### src/rtl/mem_arb_pkg.sv
// Shared types and constants for the instruction/data memory arbiter.
package mem_arb_pkg;

  typedef enum logic [1:0] {
    IDLE   = 2'd0,
    ACCESS = 2'd1,
    DONE   = 2'd2
  } state_t;

  typedef enum logic {
    OWN_I = 1'b0,
    OWN_D = 1'b1
  } owner_t;

  localparam int MEM_WAIT_DEFAULT = 3;

  // A lone requester always wins; on a tie the side that did not win last time goes.
  function automatic owner_t pick_owner(input logic i_req, input logic d_req,
                                        input owner_t last_grant);
    if (i_req && d_req) return (last_grant == OWN_I) ? OWN_D : OWN_I;
    return d_req ? OWN_D : OWN_I;
  endfunction

endpackage

### src/rtl/mem_arbiter.sv
// Round-robin arbiter sharing one off-chip memory between I and D sides.
// Define MEM_ARB_PERF_EN to add the saturating conflict_cnt output.
module mem_arbiter
  import mem_arb_pkg::*;
#(
  parameter int WAIT_CYCLES = MEM_WAIT_DEFAULT
) (
  input  logic        clk,
  input  logic        rst,
  input  logic        i_req,
  input  logic [15:0] i_addr,
  output logic [15:0] i_rdata,
  output logic        i_ack,
  input  logic        d_req,
  input  logic        d_we,
  input  logic [15:0] d_addr,
  input  logic [15:0] d_wdata,
  output logic [15:0] d_rdata,
  output logic        d_ack,
  output logic [15:0] mem_addr,
  output logic [15:0] mem_wdata,
  output logic        mem_we,
  output logic        mem_oe,
  input  logic [15:0] mem_rdata,
  output logic        busy
`ifdef MEM_ARB_PERF_EN
  ,
  output logic [15:0] conflict_cnt
`endif
);

  localparam logic [3:0] LAST_CNT = 4'(WAIT_CYCLES - 1);

  state_t     state;
  state_t     state_next;
  owner_t     owner;
  owner_t     last_grant;
  owner_t     grant;
  logic [3:0] cnt;
  logic       lat_we;
  logic       any_req;
  logic       last_beat;

  assign any_req   = i_req | d_req;
  assign grant     = pick_owner(i_req, d_req, last_grant);
  assign last_beat = (cnt == LAST_CNT);

  always_ff @(posedge clk or posedge rst) begin
    if (rst) state <= IDLE;
    else     state <= state_next;
  end

  always_comb begin
    state_next = state;
    unique case (state)
      IDLE:    if (any_req) state_next = ACCESS;
      ACCESS:  if (last_beat) state_next = DONE;
      DONE:    state_next = IDLE;
      default: state_next = IDLE;
    endcase
  end

  // The request is captured once at grant so requester changes cannot disturb the transfer.
  always_ff @(posedge clk or posedge rst) begin
    if (rst) begin
      owner      <= OWN_I;
      last_grant <= OWN_D;
      cnt        <= '0;
      lat_we     <= 1'b0;
      mem_addr   <= '0;
      mem_wdata  <= '0;
      i_rdata    <= '0;
      d_rdata    <= '0;
    end else begin
      case (state)
        IDLE: begin
          if (any_req) begin
            owner <= grant;
            cnt   <= '0;
            if (grant == OWN_D) begin
              mem_addr  <= d_addr;
              mem_wdata <= d_wdata;
              lat_we    <= d_we;
            end else begin
              mem_addr  <= i_addr;
              mem_wdata <= '0;
              lat_we    <= 1'b0;
            end
          end
        end
        ACCESS: begin
          cnt <= cnt + 4'd1;
          if (last_beat && !lat_we) begin
            if (owner == OWN_I) i_rdata <= mem_rdata;
            else                d_rdata <= mem_rdata;
          end
        end
        DONE:    last_grant <= owner;
        default: ;
      endcase
    end
  end

  always_comb begin
    mem_we = 1'b0;
    mem_oe = 1'b0;
    i_ack  = 1'b0;
    d_ack  = 1'b0;
    busy   = (state != IDLE);
    case (state)
      ACCESS: begin
        mem_we = lat_we;
        mem_oe = ~lat_we;
      end
      DONE: begin
        i_ack = (owner == OWN_I);
        d_ack = (owner == OWN_D);
      end
      default: ;
    endcase
  end

`ifdef MEM_ARB_PERF_EN
  always_ff @(posedge clk or posedge rst) begin
    if (rst)
      conflict_cnt <= '0;
    else if (state == IDLE && i_req && d_req && conflict_cnt != 16'hFFFF)
      conflict_cnt <= conflict_cnt + 16'd1;
  end
`endif

endmodule

### config.mk
export PLATFORM = sky130hd
export DESIGN_NAME = mem_arbiter
export DESIGN_NICKNAME = d
export VERILOG_FILES = /design/src/rtl/mem_arb_pkg.sv /design/src/rtl/mem_arbiter.sv
export SDC_FILE = /design/constraint.sdc
export NUM_CORES = 1
export LEC_CHECK = 0
export BUFFER_PORTS_ARGS = -buffer_cell sky130_fd_sc_hd__buf_2
export CAP_MARGIN = 20
export CELL_PAD_IN_SITES_DETAIL_PLACEMENT = 0
export CELL_PAD_IN_SITES_GLOBAL_PLACEMENT = 1
export CORE_ASPECT_RATIO = 0.5
export CORE_MARGIN = 2
export CORE_UTILIZATION = 33
export DETAILED_ROUTE_END_ITERATION = 10
export PLACE_DENSITY = 0.85
export SLEW_MARGIN = 20
export SYNTH_ARGS = -nofsm -noshare
export SYNTH_HDL_FRONTEND = slang
export SYNTH_SLANG_ARGS = --single-unit
### constraint.sdc
create_clock -name clk -period 2.8 [get_ports clk]
set_clock_uncertainty 0.15 [all_clocks]
set_input_delay 0.7 -clock clk [delete_from_list [all_inputs] [get_ports clk]]
set_output_delay 0.7 -clock clk [all_outputs]
set_load 0.01 [all_outputs]
# --- Yosys cells after proc, flatten, opt, wreduce, memory -nomap -nowiden ---
# Index checks and enable logic that the tools add are counted.
classes:
  addsub: 1
  n_mul: 0
  div_mod_pow: 0
  magnitude_cmp: 0
  eq_ne: 5
  n_shift: 0
  muxes: 17
  n_bitwise: 3
  n_reduce_logical: 11
ops:
  columns: ["op", "n"]
  rows:
  - ["$mux W16", 2]
  - ["$mux W1", 10]
  - ["$pmux W4 S2", 1]
  - ["$reduce_and A2 Y1", 3]
  - ["$reduce_and A3 Y1", 2]
  - ["$add A4 B1 Y4 const B", 1]
  - ["$eq A4 B2 Y1 const B", 1]
  - ["$mux W2", 2]
  - ["$mux W4", 1]
  - ["$ne A2 B2 Y1 const B", 2]
  - ["$pmux W2 S2", 1]
  - ["$reduce_bool A2 Y1", 2]
  - ["$eq A2 B1 Y1 const B", 1]
  - ["$eq A2 B2 Y1 const B", 1]
  - ["$logic_and A1 B1 Y1", 2]
  - ["$logic_not A2 Y1", 1]
  - ["$not A1 Y1", 2]
  - ["$logic_not A1 Y1", 1]
  - ["$or A1 B1 Y1", 1]
word_totals:
  regBits: 73
  latch_bits: 0
  ramBits: 0
  rom_bits: 0
  input_bits: 69
  out_inout_bits: 69
  word_cells: 46
  memories: 0

# --- Depth between registers and ports, before layout ---
logic_depth:
  word_depth: 4
  mapped_depth: 6
  mapped_depth_nobuf: 5

# --- Least setup slack after synthesis ---
# No wires, ideal clock.
synth_timing:
  path_type: "input to register"
  start: "input port d_req"
  end: "register mem_addr[6]"
  setup_time_ps: 125
  arrival_ps: 1773
  t_required_ps: 2525
  setup_slack_ps: 752
  cell_stages: 5
  path_buffers: 2
  path_cell_list: "a21bo_2 > buf_2 > buf_6 > mux2_2 > mux2_2"
synth_via:
  elab_chain_len: 4
  word_cells_on_any_way: 7
  cone_classes: "mux: 4; bitwise: 1; reduce/logical: 2"
synth_lines:
  columns: ["item", "line_no", "source"]
  rows:
  - ["start: declaration", "mem_arbiter.sv:14", "input logic d_req,"]
  - ["$logic_and A1 B1 Y1", "mem_arb_pkg.sv:20", "if (i_req && d_req) return (last_grant == OWN_I) ? OWN_D : OWN_I;"]
  - ["$mux W1", "mem_arb_pkg.sv:20", null]
  - ["$mux W1", "mem_arb_pkg.sv:21", "return d_req ? OWN_D : OWN_I;"]
  - ["$mux W16", "mem_arbiter.sv:80", "if (grant == OWN_D) begin"]
  - ["end signal: assignment", "mem_arbiter.sv:81", "mem_addr <= d_addr;"]
  - ["end signal: assignment", "mem_arbiter.sv:85", "mem_addr <= i_addr;"]
  - ["end: declaration", "mem_arbiter.sv:20", "output logic [15:0] mem_addr,"]
# Several ways; a longest one is shown, not always the timed one.
# A chain may end at the register's enable or synchronous reset.

# --- Worst setup path after layout ---
layout_timing:
  start: "register state[1]"
  end: "output port mem_we"
layout_via:
  elab_chain_len: 2
layout_lines:
  columns: ["item", "line_no", "source"]
  rows:
  - ["start: declaration", "mem_arbiter.sv:34", "state_t state;"]
  - ["start signal: assignment", "mem_arbiter.sv:50", "else state <= state_next;"]
  - ["$eq A2 B1 Y1", "mem_arbiter.sv:110", "case (state)"]
  - ["$mux W1", "mem_arbiter.sv:110", null]
  - ["end: declaration", "mem_arbiter.sv:22", "output logic mem_we,"]
# Every way passes these cells.

==> Implementation_results.wiki <==
{| class="wikitable"
! Metric !! Value
|-
| Class of the most critical hold timing path || in2async
|-
| Worst-Skew Late Latency || about 330 ps
|-
| Wire per inst || about 15 microns
|-
| RSZ-0062 raised after global routing || false
|-
| DRC Markers || 0
|-
| Syn nets || approximately 270
|-
| Reg-to-reg setup timing slack || about 730 ps
|-
| Yosys warnings || 0
|-
| Pre-antenna DRT Iters || 4
|-
| Final critical-path share of the clock period || 0.781
|-
| Proportion of synthesized chip area in sequential cells || 0.604
|-
| Post-CTS setup-driven buffer insertion count || 0
|-
| Compound-cell area share of the yosys netlist || 0.0670
|-
| Global route overflow || 0
|-
| Clk sink count || 73
|-
| Total GRT Usage || 0.140
|-
| Setup violation total in the final timing report || 0
|-
| Post-CTS clock slew at the launch and capture registers of the worst setup and hold paths || about 60 ps
|-
| Worst-case headroom to the max-slew limit || 0.571
|-
| DP HPWL || 4950 microns
|-
| Reg-to-reg critical path endpoint || d_rdata[0]
|-
| Total Die Area || 9990 sq um
|-
| Final Critical Period || approximately 2200 ps
|-
| Multiplexer share of the synthesized area || 0.238
|-
| Crit path launch type || flop
|-
| Launch instance of the worst register-to-register path || cnt[0]
|-
| Synthesized area || between 3000 and 4000 sq um
|-
| Transition time of the tightest slew-check pin || between 600 and 700 ps
|-
| Die Height || between 70 and 80 microns
|-
| Main combinational cell family by area after synthesis || multiplexers
|-
| Run status || complete, no violations
|-
| Number of top-level pins || between 100 and 150
|-
| Number of distinct library cells after synthesis || 27
|-
| PnR Total Power || between 0.004 and 0.005 W
|-
| TritonCTS buffer count || 9
|-
| Fraction of final layout cells with drive strength greater than 1 || 0.659
|-
| Post-DR vias/cell || between 4 and 5
|-
| Sort of element at the end of the critical path || output pin
|-
| Critical setup path kind || reg2out
|-
| Total of hold buffers inserted after clock tree synthesis || 0
|-
| Resized cells post-CTS || 0
|-
| Logic depth of the worst register-to-register path || 5
|-
| Number of DRC markers in iteration 0 || between 80 and 90
|-
| Final Hold Fails || 0
|-
| Post-synthesis share of cell area spent on full adders, half adders and majority gates || 0.00827
|-
| Max-cap violation count || 0
|-
| # diodes || 0
|-
| Post-DRT Antenna Nets || 0
|-
| Post-synthesis simple-gate area fraction || 0.0443
|-
| Per-instance average area after synthesis || around 15 sq um
|-
| CTS tree || built
|-
| Crit-path max FO || 8
|-
| Vias in the first global route || 2194
|-
| Area growth, synth to finish || 36.6%
|-
| Final wirelength || just under 7000 microns
|-
| H-tree depth || 3
|-
| Setup TNS || 0 ps
|-
| Fmax || 458 MHz
|-
| First-pass GRT wire length || between 10000 and 15000 microns
|-
| Maximum number of buffers from clock root to sink || 2
|-
| Data arrival time at the worst-slack endpoint || around 1300 ps
|-
| Via count of the routed design || 2126
|-
| Fin. max-slew vios || 0
|-
| Total number of placement rows || 24
|-
| Post-synthesis share of cell area spent on xor and xnor gates || 0.00579
|-
| Power per standard cell area || approximately 1200 nW/um^2
|-
| Number of filler instances in the final layout || a little over 800
|-
| Required time at the endpoint of the critical path || about 2000 ps
|-
| Area inside the core boundary || between 8000 and 9000 sq um
|-
| Worst supply voltage drop on vdd || 615 uV
|-
| Initial cell density of the core || 0.344
|-
| Initial antenna violation count || 0
|-
| FF+latch count, synth || 73
|-
| Number of cells produced by synthesis || approximately 200
|-
| Non-Filler Cell Area, Final || about 4100 sq um
|-
| Clock Tree Root || sky130_fd_sc_hd__clkbuf_16
|-
| Number of nets in the finished design || slightly above 400
|-
| Leakage power || 2.03 nW
|-
| Pin count of the biggest net entering global routing || between 70 and 80
|-
| Width of the die || roughly 140 microns
|-
| Placement Cell Area || ~3800 sq um
|-
| Number of port buffers || ~140
|-
| Final Wtd Congestion || 0.764
|}
==> worst max-delay path: stages (launching register included) <==
cell and delay [ps]:
sky130_fd_sc_hd__dfrtp_1 450, sky130_fd_sc_hd__nand2b_1 280, sky130_fd_sc_hd__nor2_1 130, sky130_fd_sc_hd__buf_2 150
==> cells in the mapped netlist, drive strengths merged <==
library cell  number  share of area
dfstp              1         0.0087
a22o              17          0.049
nand3b             1         0.0025
nor2               7         0.0095
a21o               1         0.0025
ha                 2         0.0083
mux2              64           0.24
o22ai              3         0.0062
or2                2         0.0041
clkbuf             1         0.0012
buf               10          0.026
inv                4         0.0050
xor2               2         0.0058
nand2              2         0.0025
o211ai             1         0.0025
nor3b              2          0.010
nand3              3         0.0083
dfrtp             72           0.60
and3b              1         0.0029
o21ai              2         0.0033
nand2b             2         0.0041
a21bo              1         0.0033
==> placed cells by master, fill, tap and decap left out, types with 3 or more instances in the layout <==
cell / Yosys / layout
sky130_fd_sc_hd__clkbuf_16: 0 / 9
sky130_fd_sc_hd__inv_1: 4 / 3
sky130_fd_sc_hd__o22ai_1: 3 / 3
sky130_fd_sc_hd__buf_2: 5 / 137
sky130_fd_sc_hd__mux2_2: 64 / 64
sky130_fd_sc_hd__nor2_1: 6 / 6
sky130_fd_sc_hd__clkinvlp_4: 0 / 4
sky130_fd_sc_hd__dfrtp_1: 72 / 72
sky130_fd_sc_hd__a22o_1: 17 / 17
==> layer usage <==
layer / vias up / global-route usage / routed length (microns)
li1: 1008 / - / -
met1: 1042 / 0.165 / 2880
met2: 60 / 0.241 / 3550
met3: 16 / 0.0368 / 332
met4: 0 / 0.0707 / 174
met5: - / 0 / 0
==> flip-flops by register name (all words and copies together), names as in the netlist <==
name / flops
mem_wdata: 16
cnt: 4
state: 2
last_grant: 1
owner: 1
lat_we: 1
i_rdata: 16
mem_addr: 16
d_rdata: 16
==> how the worst max path moves through the flow <==
stage | startpoint | to | depth (start not counted)
after floorplan | rst | cnt[0] | 1
after global placement | d_req | mem_addr[11] | 4
after detailed placement | d_req | mem_addr[14] | 4
after CTS | state[1] | mem_we | 3
after global routing | state[1] | mem_we | 3
final | state[1] | mem_we | 3
==> where the power goes <==
part / internal [W] / switching (W) / total, W / leakage, nW
sequential: 0.00160 / 0.000277 / 0.00187 / 0.879
clock: 0.000777 / 0.000435 / 0.00121 / 0.144
combinational: 0.000972 / 0.000922 / 0.00189 / 1.01
total: 0.00335 / 0.00163 / 0.00498 / 2.03
==> cells by family (layout without fill, tap and decap cells) <==
group / Yosys count / in the layout
fa+ha+maj: 2 / 2
flops: 73 / 73
compound gates: 25 / 25
mux: 64 / 64
buf+inv: 15 / 160
simple gates: 20 / 20
xor+xnor: 2 / 2
==> cell type report <==
type	count	area, sq um	area share
flip-flops and latches	73	1830	0.443
clock inverters	7	95.1	0.0230
inverters	4	15.0	0.00364
well taps	117	146	0.0354
clock buffers	9	225	0.0545
repair buffers	140	721	0.174
multi-input cells	113	1100	0.266
==> through the flow <==
stage	cells	util	setup slack [ps]	hold slack [ps]
after floorplan	201	-	98.4	344
after global placement	447	0.433	603	333
after detailed placement	447	0.433	581	336
after CTS	463	0.469	588	320
after global routing	463	0.469	545	348
final	463	0.469	614	295
Note: power is estimated with default switching activity, not from simulation.
